===== config.mk =====
export PLATFORM = sky130hd
export DESIGN_NAME = sub_mean
export DESIGN_NICKNAME = d
export VERILOG_FILES = /design/src/rtl/sub_mean.sv
export SDC_FILE = /design/constraint.sdc
export NUM_CORES = 2
export LEC_CHECK = 0
export CAP_MARGIN = 30
export CORE_ASPECT_RATIO = 1.2
export CORE_MARGIN = 4
export CORE_UTILIZATION = 28
export CTS_BUF_LIST = sky130_fd_sc_hd__clkbuf_4
export DETAILED_ROUTE_END_ITERATION = 16
export DONT_BUFFER_PORTS = 1
export PLACE_DENSITY = 0.45
export SLEW_MARGIN = 5
export SYNTH_ARGS = -nofsm -noshare
export SYNTH_HDL_FRONTEND = slang
export SYNTH_SLANG_ARGS = --single-unit

===== constraint.sdc =====
create_clock -name i_clk -period 2.4 [get_ports i_clk]
set_input_delay 0.48 -clock i_clk [delete_from_list [all_inputs] [get_ports i_clk]]
set_output_delay 0.48 -clock i_clk [all_outputs]
set_load 0.02 [all_outputs]

===== src/rtl/sub_mean.sv =====
// sub_mean: per-window DC removal.
// Collects 64-sample windows of signed PCM into a ping-pong buffer and sums them.
// When a window completes, its mean is taken with an arithmetic shift (floor).
// The same window is then replayed with the mean subtracted and the result saturated.
//
// state    | meaning
// ST_IDLE  | no window waiting to be replayed
// ST_DRAIN | reading the last completed bank, one sample per cycle
module sub_mean #(
    parameter int DATA_WIDTH  = 16,
    parameter int WINDOW_LOG2 = 6
) (
    input  logic                         i_clk,
    input  logic                         i_rst_n,
    input  logic signed [DATA_WIDTH-1:0] i_data,
    input  logic                         i_valid,
    output logic signed [DATA_WIDTH-1:0] o_data,
    output logic                         o_valid,
    output logic                         o_last,
    output logic signed [DATA_WIDTH-1:0] o_mean,
    output logic                         o_mean_valid
);

    localparam int WIN   = 1 << WINDOW_LOG2;
    localparam int ACC_W = DATA_WIDTH + WINDOW_LOG2;
    localparam logic [WINDOW_LOG2-1:0] PTR_LAST = {WINDOW_LOG2{1'b1}};
    localparam logic [DATA_WIDTH-1:0]  SAT_MAX  = {1'b0, {(DATA_WIDTH-1){1'b1}}};
    localparam logic [DATA_WIDTH-1:0]  SAT_MIN  = {1'b1, {(DATA_WIDTH-1){1'b0}}};

    typedef enum logic {ST_IDLE, ST_DRAIN} state_t;

    logic [DATA_WIDTH-1:0]         r_mem [0:2*WIN-1];
    logic [WINDOW_LOG2-1:0]        r_wr_ptr;
    logic [WINDOW_LOG2-1:0]        r_rd_ptr;
    logic                          r_wr_bank;
    logic                          r_rd_bank;
    logic signed [ACC_W-1:0]       r_acc;
    state_t                        r_state;
    logic signed [DATA_WIDTH-1:0]  r_rd_data;
    logic signed [DATA_WIDTH-1:0]  r_rd_mean;
    logic                          r_rd_valid;
    logic                          r_rd_last;

    logic                          w_close;
    logic signed [ACC_W-1:0]       w_acc_next;
    logic signed [DATA_WIDTH-1:0]  w_mean_next;
    logic [DATA_WIDTH:0]           w_diff;
    logic [DATA_WIDTH-1:0]         w_sat;

    assign w_close     = i_valid && (r_wr_ptr == PTR_LAST);
    assign w_acc_next  = r_acc + ACC_W'(i_data);
    // Taking the upper bits of the full sum is the floor division by the window length.
    assign w_mean_next = w_acc_next[ACC_W-1:WINDOW_LOG2];

    // Sample storage; no reset so it maps onto plain RAM.
    always_ff @(posedge i_clk) begin
        if (i_valid) begin
            r_mem[{r_wr_bank, r_wr_ptr}] <= i_data;
        end
    end

    // Fill path: accumulate, advance the write pointer, close the window and publish its mean.
    always_ff @(posedge i_clk or negedge i_rst_n) begin
        if (!i_rst_n) begin
            r_wr_ptr     <= '0;
            r_wr_bank    <= 1'b0;
            r_acc        <= '0;
            o_mean       <= '0;
            o_mean_valid <= 1'b0;
        end else begin
            o_mean_valid <= 1'b0;
            if (i_valid) begin
                r_wr_ptr <= r_wr_ptr + 1'b1;
                if (w_close) begin
                    r_acc        <= '0;
                    r_wr_bank    <= ~r_wr_bank;
                    o_mean       <= w_mean_next;
                    o_mean_valid <= 1'b1;
                end else begin
                    r_acc <= w_acc_next;
                end
            end
        end
    end

    // Drain FSM: a window close always (re)starts a drain on the bank just filled.
    always_ff @(posedge i_clk or negedge i_rst_n) begin
        if (!i_rst_n) begin
            r_state    <= ST_IDLE;
            r_rd_ptr   <= '0;
            r_rd_bank  <= 1'b0;
            r_rd_valid <= 1'b0;
            r_rd_last  <= 1'b0;
        end else begin
            r_rd_valid <= (r_state == ST_DRAIN);
            r_rd_last  <= (r_state == ST_DRAIN) && (r_rd_ptr == PTR_LAST);
            if (w_close) begin
                r_state   <= ST_DRAIN;
                r_rd_bank <= r_wr_bank;
                r_rd_ptr  <= '0;
            end else if (r_state == ST_DRAIN) begin
                r_rd_ptr <= r_rd_ptr + 1'b1;
                if (r_rd_ptr == PTR_LAST) begin
                    r_state <= ST_IDLE;
                end
            end
        end
    end

    // Registered bank read. The mean travels with each sample, so the final read of a
    // window keeps the old mean even when the next window closes on the same edge.
    always_ff @(posedge i_clk) begin
        if (r_state == ST_DRAIN) begin
            r_rd_data <= r_mem[{r_rd_bank, r_rd_ptr}];
            r_rd_mean <= o_mean;
        end
    end

    // Subtract the mean one bit wider, then clip when the two top bits disagree.
    always_comb begin
        w_diff = {r_rd_data[DATA_WIDTH-1], r_rd_data} - {r_rd_mean[DATA_WIDTH-1], r_rd_mean};
        w_sat  = w_diff[DATA_WIDTH-1:0];
        if (w_diff[DATA_WIDTH] != w_diff[DATA_WIDTH-1]) begin
            w_sat = w_diff[DATA_WIDTH] ? SAT_MIN : SAT_MAX;
        end
    end

    // Output register stage.
    always_ff @(posedge i_clk or negedge i_rst_n) begin
        if (!i_rst_n) begin
            o_data  <= '0;
            o_valid <= 1'b0;
            o_last  <= 1'b0;
        end else begin
            o_valid <= r_rd_valid;
            o_last  <= r_rd_valid && r_rd_last;
            if (r_rd_valid) begin
                o_data <= w_sat;
            end
        end
    end

endmodule

* After elaboration in Yosys (flattened, before gate mapping) *
Memory sizes are Yosys's and may differ from the RTL's. A register that Yosys moved wholly into a read port is not among the register bits.
Index checks and enable logic that the tools add are counted.

storage, ports and cells
  word-level logic and storage cells = 40
  flip-flop bits (word level) = 90
  bits of input ports = 19
  memories = 1
  output and inout bits = 35
  bits in writable memories = 2048

operators by class
  muxes and demuxes = 12
  bitwise operators = 1
  reductions and logical operators = 5
  add/sub/neg operators = 4
  eq/ne operators = 3

memory list
  name   depth  width  rd ports  clocked after memory_dff  wr ports  line  text
  r_mem  128    16     1         1                         1         32    logic [DATA_WIDTH-1:0] r_mem [0:2*WIN-1];

operators with widths
  cell                                                           count
  16-bit 2-to-1 mux                                              2
  22-bit by 16-bit adder with 22-bit output                      1
  22-bit 2-to-1 mux                                              1
  16-bit by 16-bit subtractor with 17-bit output                 1
  6-bit by 1-bit adder with 6-bit output, second input constant  2
  6-bit == test, second input constant                           2
  6-bit 2-to-1 mux                                               2
  1-bit 2-to-1 mux                                               7
  1-bit logical AND                                              3
  2-bit AND reduction                                            1
  2-bit nonzero test                                             1
  1-bit inequality test                                          1
  1-bit inverter                                                 1

* Longest topological paths before layout *
  depth in word-level cells = 4
  gate-level depth with buffers = 13
  mapped depth without buffers = 12

* Worst setup path before layout *
No wires, ideal clock.

  path type = flip-flop to flip-flop
  start = register r_rd_ptr[0]
  end = register r_rd_data[7], read port of r_mem, data pin
  period minus slack after synthesis = 2693 ps
  buffers on the path = 3
  required time = 2132 ps
  slack = -293 ps
  cell stages (with the launch flop) = 8
  setup time = 268 ps
  arrival time = 2425 ps
  cells stage by stage = dfrtp_1 > buf_4 > buf_2 > buf_2 > mux4_2 > mux4_2 > a221oi_1 > o22ai_1

RTL lines
  item                      line  text
  start: declaration        34    logic [WINDOW_LOG2-1:0] r_rd_ptr;
  start signal: assignment  102   r_rd_ptr <= r_rd_ptr + 1'b1;
  end: declaration          39    logic signed [DATA_WIDTH-1:0] r_rd_data;

==> flow_summary.toml <==
[run_status]
outcome = "finished with violations"
violations = "negative setup slack"

[power]
p_leak_uw = 0.0335
p_per_area_nw_per_um2 = 953
power_uw = 100000
vdd_drop_max_uv = 380

[cts]
clockBufferDepth = 4
clock_latency_ps = 1300
cts_tree = "built"
h-tree-depth = 6
cts_buffers = 557
clock-root-buffer = "clkbuf_4"
cts_num_sinks = 2154
clkSlewWorstSetupHoldPaths_ps = 70

[placement]
port_buffers = 0
hpwl_um = 148000
place_area_um2 = 95300
dp.cells = 8271
place_congestion = 0.786

[global_routing]
grt_pass1_wl_um = 361000
grt.total_usage_pct = 16.3
grt_max_degree = 138
overflow = 0
grt_pass1_vias = 47393
antenna_found_initial = 28

[timing]
setup_violations = 36
slew_viol_final = 0
finalSetupTns_ps = -14940
fin_ws_ps = -721
worst_slew_pin_slew_ps = 1130
fin_crit_sh_pct = 130
fmaxAchievable_ghz = 0.320
fin_worst_skew_ps = 78.3
min_period_ps = 3120
whs_ps = 178
timing.slew.headroom_pct = 24.6
hold_viol = 0
rsz0062_at_grt = "true"

[finish]
finalInstanceArea_um2 = 105000
final_cells = 9331
nNetsFinal = 5004
drive_above_1_share_pct = 45.6
syn_to_final_growth_pct = 24.5
fillers = 28195

[critical_path]
cp-start-kind = "register"
r2r_end = "r_rd_data[3]$_DFFE_PP_"
crit_path_max_fanout = 8
path_cells = "buf_12 > buf_16 > buf_12 > buf_8 > mux4_2 > mux4_2 > mux4_2 > o21a_1"
r2r_slack_ps = -720
critPathRequiredTime_ps = 3440
critPathKind = "register to register"
cp_common_cell = "mux4_2"
critPathCaptureType = "register"
slowest_delay_ps = 580
cp_slowest_cell = "mux4_2"
rr_worst_depth = 8
r2r_start = "r_rd_ptr[0]$_DFFE_PN0P_"
critPathArrivalTime_ps = 4160
critPathLaunch = "r_rd_ptr[0]$_DFFE_PN0P_"

[floorplan]
die_y_um = 609
core_area_um2 = 300000
die_x_um = 509
row_count = 220
start_util_pct = 28.2
die_area_um2 = 310000
ios = 54

[yosys]
synth.net_count = 3967
yosysTopAreaCell = "edfxtp_1"
synth_area_leaders = "edfxtp_1 (74%), mux4_2 (16%), dfrtp_1 (2.2%)"
synthTopCellsByCount = "edfxtp_1 (2080), mux4_2 (585), nor2_1 (178)"
yosysMostFrequentCell = "edfxtp_1"
synth-seq-cells = 2154
synth_ff_type = "edfxtp_1"
netlist_area_um2 = 84400
synthArstFlopShare_pct = 3.44
yosys_warnings = 0
netlist_instances = 3907
synth_cell_type_count = 56
ys_seq_area_share_pct = 76.2
avgSynthCellArea_um2 = 21.6
synth_top_area_share_pct = 74.0
synth_edf_count = 2080

[hold_path]
hold_path_end = "r_mem[66][7]$_DFFE_PP_"
hp-class = "input pin to register"
min_from = "i_data[7]"
holdPathStages = 2

[flow_run]
drv_cap = 0

[drt]
drc = 0
drt-vias-per-instance = 4.82
wl_per_cell_um = 28.3
drt-initial-drc-count = 3824
first_pass_iters = 5
wl_um = 264000
ant_nets = 0
vias = 45008
## cell families after synthesis
logic type	synth area share (%)
xor gates and xnor gates	0.374
and+or+nand+nor	2.08
adders and majority gates	0.626
buffers and inverters	1.39
muxes	16.9
AOI/OAI and AO/OA	2.45
DFF	76.2
## registers in the layout, summed over array words and instances, names as in the netlist, 6 cells and up
| signal | cells |
|---|---|
| o_data | 16 |
| o_mean | 16 |
| r_acc | 22 |
| r_mem | 2048 |
| r_rd_data | 16 |
| r_rd_mean | 16 |
| r_rd_ptr | 6 |
| r_wr_ptr | 6 |
## layout make-up
class                      count  area [µm²]  area share, %
antenna                       13        32.5         0.0310
clock buffer                 772        5800           5.52
clock inverter               165         985          0.938
inverter                      50         191          0.182
multi-input combinational   1501       20300           19.3
sequential                  2154       64400           61.3
tap                         3996        5000           4.76
timing repair buffer         680        8350           7.95
## critical path, delay by kind of cell (launching register included)
family                 cells  cell delay, ps
AO/OA/AOI/OAI              1             210
buffers and inverters      4             590
flip-flops                 1             450
multiplexers               3            1610
## metrics by stage
stage,setup WS [ps],util [%]
2_1_floorplan,-271,-
3_3_place_gp,-1140,31.8
3_5_place_dp,-1050,31.8
4_1_cts,-737,34.7
5_1_grt,-776,35.0
6_report,-721,35.0
## cell usage in the layout, fill, tap and decap left out, types with 33 or more instances in the layout
master and count:
buf_6 38, clkinv_1 109, inv_1 47, a21oi_1 55, nor2_1 47, buf_4 398
mux2i_1 61, clkbuf_4 772, mux4_2 585, nand2_1 109, o21ai_0 33, buf_12 175
nor2_2 118, dfrtp_1 51, edfxtp_1 2080
## power by group
group          internal, µW  total, µW  switching, µW  leakage (µW)
Combinational         12700      25600          12900       0.00986
Clock                 16000      31000          15000       0.00404
Sequential            42500      43500            973        0.0196
Total                 71200     100000          28900        0.0335
## routing by layer
layer	share of wire (%)	vias up	GRT usage (%)
met1	40	24311	20.7
met3	5.5	407	2.65
met4	3.0	6	4.83
met5	0.013	-	0
met2	51	1474	28.5
li1	-	18810	-
## repair_timing
| item | 4_1_cts | 5_1_grt |
|---|---|---|
| gates resized for setup | 180 | 160 |
| hold buffers | 40 | 0 |
| buffers inserted | 25 | 33 |
| gates cloned | 12 | 10 |
| endpoints found under the hold margin | 2848 | 0 |
| pin swaps | 68 | 49 |
| endpoints found under the setup margin | 67 | 251 |
## how the worst max path moves through the flow
stage / end / slack (ps) / cells after the start
6_report: r_rd_data[3]$_DFFE_PP_ / -720 / 8
5_1_grt: r_rd_data[3]$_DFFE_PP_ / -780 / 8
4_1_cts: r_rd_data[6]$_DFFE_PP_ / -740 / 9
3_5_place_dp: r_rd_data[13]$_DFFE_PP_ / -1050 / 7
3_3_place_gp: r_rd_data[13]$_DFFE_PP_ / -1140 / 7
2_1_floorplan: r_mem[100][0]$_DFFE_PP_ / -270 / 3
Note: power is estimated with default switching activity, not from simulation.
